### config.mk
export PLATFORM = sky130hd
export DESIGN_NAME = upsizing
export DESIGN_NICKNAME = d
export VERILOG_FILES = /design/src/rtl/upsizing_pkg.sv /design/src/rtl/upsizing.sv
export SDC_FILE = /design/constraint.sdc
export NUM_CORES = 1
export LEC_CHECK = 0
export CORE_ASPECT_RATIO = 2
export CORE_MARGIN = 1
export CORE_UTILIZATION = 50
export CTS_BUF_LIST = sky130_fd_sc_hd__clkbuf_2
export CTS_CLUSTER_DIAMETER = 60
export DETAILED_ROUTE_END_ITERATION = 8
export PLACE_DENSITY_LB_ADDON = 0.25
export SETUP_SLACK_MARGIN = 0.3
export SLEW_MARGIN = 0
export SYNTH_ARGS = -nofsm -noshare
export SYNTH_HDL_FRONTEND = slang
export SYNTH_SLANG_ARGS = --single-unit
### constraint.sdc
create_clock -name aclk -period 3.95 [get_ports aclk]
set_clock_uncertainty 0.1 [all_clocks]
set_input_delay 0.79 -clock aclk [delete_from_list [all_inputs] [get_ports aclk]]
set_output_delay 0.79 -clock aclk [all_outputs]
set_load 0.02 [all_outputs]
### src/rtl/upsizing_pkg.sv
// Shared types and constants for the 2:1 stream upsizer.
package upsizing_pkg;

    typedef enum logic {
        PH_UPPER = 1'b0,
        PH_LOWER = 1'b1
    } phase_e;

    localparam logic [1:0] KEEP_FULL  = 2'b11;
    localparam logic [1:0] KEEP_UPPER = 2'b10;

endpackage

### src/rtl/upsizing.sv
// Packs pairs of W-bit stream beats into one 2W-bit word, first beat in the upper half.
// Define UPSIZING_TLAST_EN to add in_tlast/out_tkeep/out_tlast packet framing.
module upsizing
    import upsizing_pkg::*;
#(
    parameter int unsigned W = 32
) (
    input  logic           aclk,
    input  logic           aresetn,
    input  logic [W-1:0]   in_tdata,
    input  logic           in_tvalid,
    output logic           in_tready,
`ifdef UPSIZING_TLAST_EN
    input  logic           in_tlast,
    output logic [1:0]     out_tkeep,
    output logic           out_tlast,
`endif
    output logic [2*W-1:0] out_tdata,
    output logic           out_tvalid,
    input  logic           out_tready
);

    phase_e         phase_q, phase_d;
    logic [W-1:0]   hold_q, hold_d;
    logic [2*W-1:0] data_q, data_d;
    logic           valid_q, valid_d;
`ifdef UPSIZING_TLAST_EN
    logic [1:0]     keep_q, keep_d;
    logic           last_q, last_d;
`endif

    logic out_space;
    logic beat_last;
    logic accept;

    always_comb begin
        beat_last = 1'b0;
`ifdef UPSIZING_TLAST_EN
        beat_last = in_tlast;
`endif
        out_space = ~valid_q | out_tready;
        // A lone last beat in PH_UPPER goes straight to the output register, so it needs space.
        if (phase_q == PH_UPPER) begin
            in_tready = beat_last ? out_space : 1'b1;
        end else begin
            in_tready = out_space;
        end
        accept = in_tvalid & in_tready;
    end

    always_comb begin
        phase_d = phase_q;
        hold_d  = hold_q;
        data_d  = data_q;
        valid_d = valid_q & ~out_tready;
`ifdef UPSIZING_TLAST_EN
        keep_d  = keep_q;
        last_d  = last_q;
`endif
        if (accept) begin
            unique case (phase_q)
                PH_UPPER: begin
                    if (beat_last) begin
                        data_d  = {in_tdata, {W{1'b0}}};
                        valid_d = 1'b1;
`ifdef UPSIZING_TLAST_EN
                        keep_d  = KEEP_UPPER;
                        last_d  = 1'b1;
`endif
                    end else begin
                        hold_d  = in_tdata;
                        phase_d = PH_LOWER;
                    end
                end
                PH_LOWER: begin
                    data_d  = {hold_q, in_tdata};
                    valid_d = 1'b1;
                    phase_d = PH_UPPER;
`ifdef UPSIZING_TLAST_EN
                    keep_d  = KEEP_FULL;
                    last_d  = beat_last;
`endif
                end
                default: phase_d = PH_UPPER;
            endcase
        end
    end

    always_ff @(posedge aclk or negedge aresetn) begin
        if (!aresetn) begin
            phase_q <= PH_UPPER;
            hold_q  <= '0;
            data_q  <= '0;
            valid_q <= 1'b0;
`ifdef UPSIZING_TLAST_EN
            keep_q  <= 2'b00;
            last_q  <= 1'b0;
`endif
        end else begin
            phase_q <= phase_d;
            hold_q  <= hold_d;
            data_q  <= data_d;
            valid_q <= valid_d;
`ifdef UPSIZING_TLAST_EN
            keep_q  <= keep_d;
            last_q  <= last_d;
`endif
        end
    end

    assign out_tdata  = data_q;
    assign out_tvalid = valid_q;
`ifdef UPSIZING_TLAST_EN
    assign out_tkeep  = keep_q;
    assign out_tlast  = last_q;
`endif

endmodule

==> reports/summary.txt <==
Worst setup EP type = output port
Max-slew headroom = 0.374
Row Count = 45
Peak Freq = 344 MHz
Required @ worst endpoint = 3.06 ns
Cell Area, Synth = 3940 µm²
final period utilization = 0.736
Leak Pwr = 0.00221 µW
maxcap violations = 0
area grow syn2layout = 28.3%
#FFs+latches synth = 98
Comb power frac = 0.440
Startpoint Class = input pin
synth top area cells = dfrtp_1 (62%), mux2_4 (19%), mux2_2 (13%)
Tot Pwr = 3630 µW
Total GRT Usage = 0.182
post-synth top area cell = dfrtp_1
largest net degree at the start of global routing = 75
Hold Crit Class = input pin to async pin
most frequent cells after synthesis = dfrtp_1 (98), mux2_4 (49), mux2_2 (45)
Nets = 356
kind of critical path = input pin to output port
PostCTS Resize Cnt = 0
setup_tns = 0 ns
status = finished, final reports clean
initial drt markers = 81
RSZ-0062 raised after global routing = false
Internal = 2470 µW
DIE WIDTH = 64.7 µm
worst ir drop on vdd = 0.000432 V
Avg Vias per Cell = 5.00
Inserted Clock Buffers = 9
reg2reg setup slack = 2.14 ns
initial core utilization = 0.518
Root Buffer = clkbuf_2
first-pass GRT wire length = 11.1 mm
synthesized netlist net count = 249
residual DRC count = 0
Final min period = 2.91 ns
Detail Placement HPWL = 4.64 mm
Die Span Y = 127 µm
proportion of synthesized flip-flops having asynchronous set or reset = 1.00
Clock Power Share = 0.121
Net Sw Frac = 0.320
Clk Latency, worst-skew pair = 0.54 ns
Max Slew Vio Count = 0
number of port buffers = 101
# IOs = 102
DRT Wirelength = 6.81 mm
H-tree lvl count = 3
Setup Buffers After CTS = 0
Hold-fix buffers, CTS = 0
CP arrival = 2.02 ns
Fin. Hold Viols = 0
Post-synth EDFFs = 0
share of cells above drive strength 1 = 0.364
Reg2Reg Launch Point = phase_q
CTS Buffer Depth = 2
Final Setup Violations = 0
gr ovfl total = 0
Detail Route Antenna Nets = 0
share of power burned in registers = 0.439
Clock transition at path regs = 0.21 ns
top-count cell post-synth = dfrtp_1
Sw Pwr = 1160 µW
TritonRoute pass-1 iters = 4
r2r worst-path depth = 4
RR Endpoint = out_tdata[8]
Avg Cell Area, Syn = 18.5 µm²
clock sinks = 98
Cells after Synth = 213
WL/cell = 16.2 µm
YS warnings = 0
library cells used by synthesis = 14
core area = 7600 µm²
CTS tree = built
vias in the first global route = 2209
initial antenna violation count = 1
routability-driven placement congestion ratio = 0.701
Die ar. = 8250 µm²
ys flop type = dfrtp_1
worst slew pin tran = 0.939 ns
CP Max Fanout = 3
post-synth top area share = 0.623
fillers = 571
Vias = 2097
Seq/Total Area, Yosys = 0.623
Power Dens Cells = 720 nW/µm²
-- power by group through the flow --
stage | sequential, µW | clock, µW | combinational (µW)
after floorplan | 1930 | 0 | 604
after global placement | 1600 | 0 | 1590
after detailed placement | 1620 | 0 | 1620
after CTS | 1600 | 461 | 1620
after global routing | 1650 | 495 | 1680
final | 1600 | 439 | 1600
-- logic make-up after synthesis --
group	Yosys count	share of synthesized area
flip-flops	98	0.623
multiplexers	96	0.321
buffers and inverters	11	0.0423
AND/OR/NAND/NOR	8	0.0134
-- final cells by class --
class	count	area, µm²	area share
antenna	1	2.50	0.000496
clock buffer	11	55.1	0.0109
clock inverter	4	43.8	0.00867
multi-input combinational	104	1330	0.262
sequential	98	2450	0.486
tap	94	118	0.0233
timing repair buffer	107	1050	0.209
-- how the worst max path moves through the flow --
stage	startpoint	slack, ns	endpoint	depth (start not counted)
after global placement	out_tready	1.06	in_tready	4
after CTS	out_tready	1.04	in_tready	4
after floorplan	out_tready	1.99	in_tready	2
after global routing	out_tready	1.01	in_tready	4
final	out_tready	1.04	in_tready	4
after detailed placement	out_tready	1.04	in_tready	4
-- critical path, cell delays in order --
cell and delay (ns):
clkdlybuf4s50_1 0.50, nor2b_4 0.06, nand2_1 0.06, clkdlybuf4s50_1 0.60
-- cell usage in the layout (no fill, tap or decap) --
| cell type | instances |
|---|---|
| diode_2 | 1 |
| clkdlybuf4s50_1 | 100 |
| nor2b_4 | 2 |
| clkbuf_2 | 11 |
| mux2_4 | 49 |
| nand2b_1 | 1 |
| nand2_1 | 2 |
| nor2_4 | 1 |
| clkinv_2 | 2 |
| dfrtp_1 | 98 |
| mux2_1 | 2 |
| nor2_1 | 2 |
| clkinv_1 | 1 |
| buf_4 | 7 |
| bufinv_16 | 1 |
| mux2_2 | 45 |
-- flip-flops by register name, summed over array words and instances, names as in the netlist --
register and count:
phase_q 1, out_tvalid 1, hold_q 32, out_tdata 64
-- stage by stage --
stage / cell area [µm²] / cells / util / hold WS [ns] / worst slack [ns]
CTS: 5050 / 418 / 0.664 / 0.234 / 1.04
finish: 5050 / 419 / 0.664 / 0.261 / 1.04
floorplan: 3940 / 213 / - / 0.358 / 1.99
global route: 5050 / 419 / 0.664 / 0.288 / 1.01
global placement: 4950 / 403 / 0.651 / 0.370 / 1.06
detailed placement: 4950 / 403 / 0.651 / 0.385 / 1.04
-- metal layers --
metal / part of all wire / routed length, µm / global-route usage
met1: 0.40 / 2750 / 0.227
met2: 0.54 / 3690 / 0.290
met3: 0.042 / 284 / 0.0473
met4: 0.012 / 80 / 0.0863
met5: 0 / 0 / 0
Power figures use the tool's default switching activity.
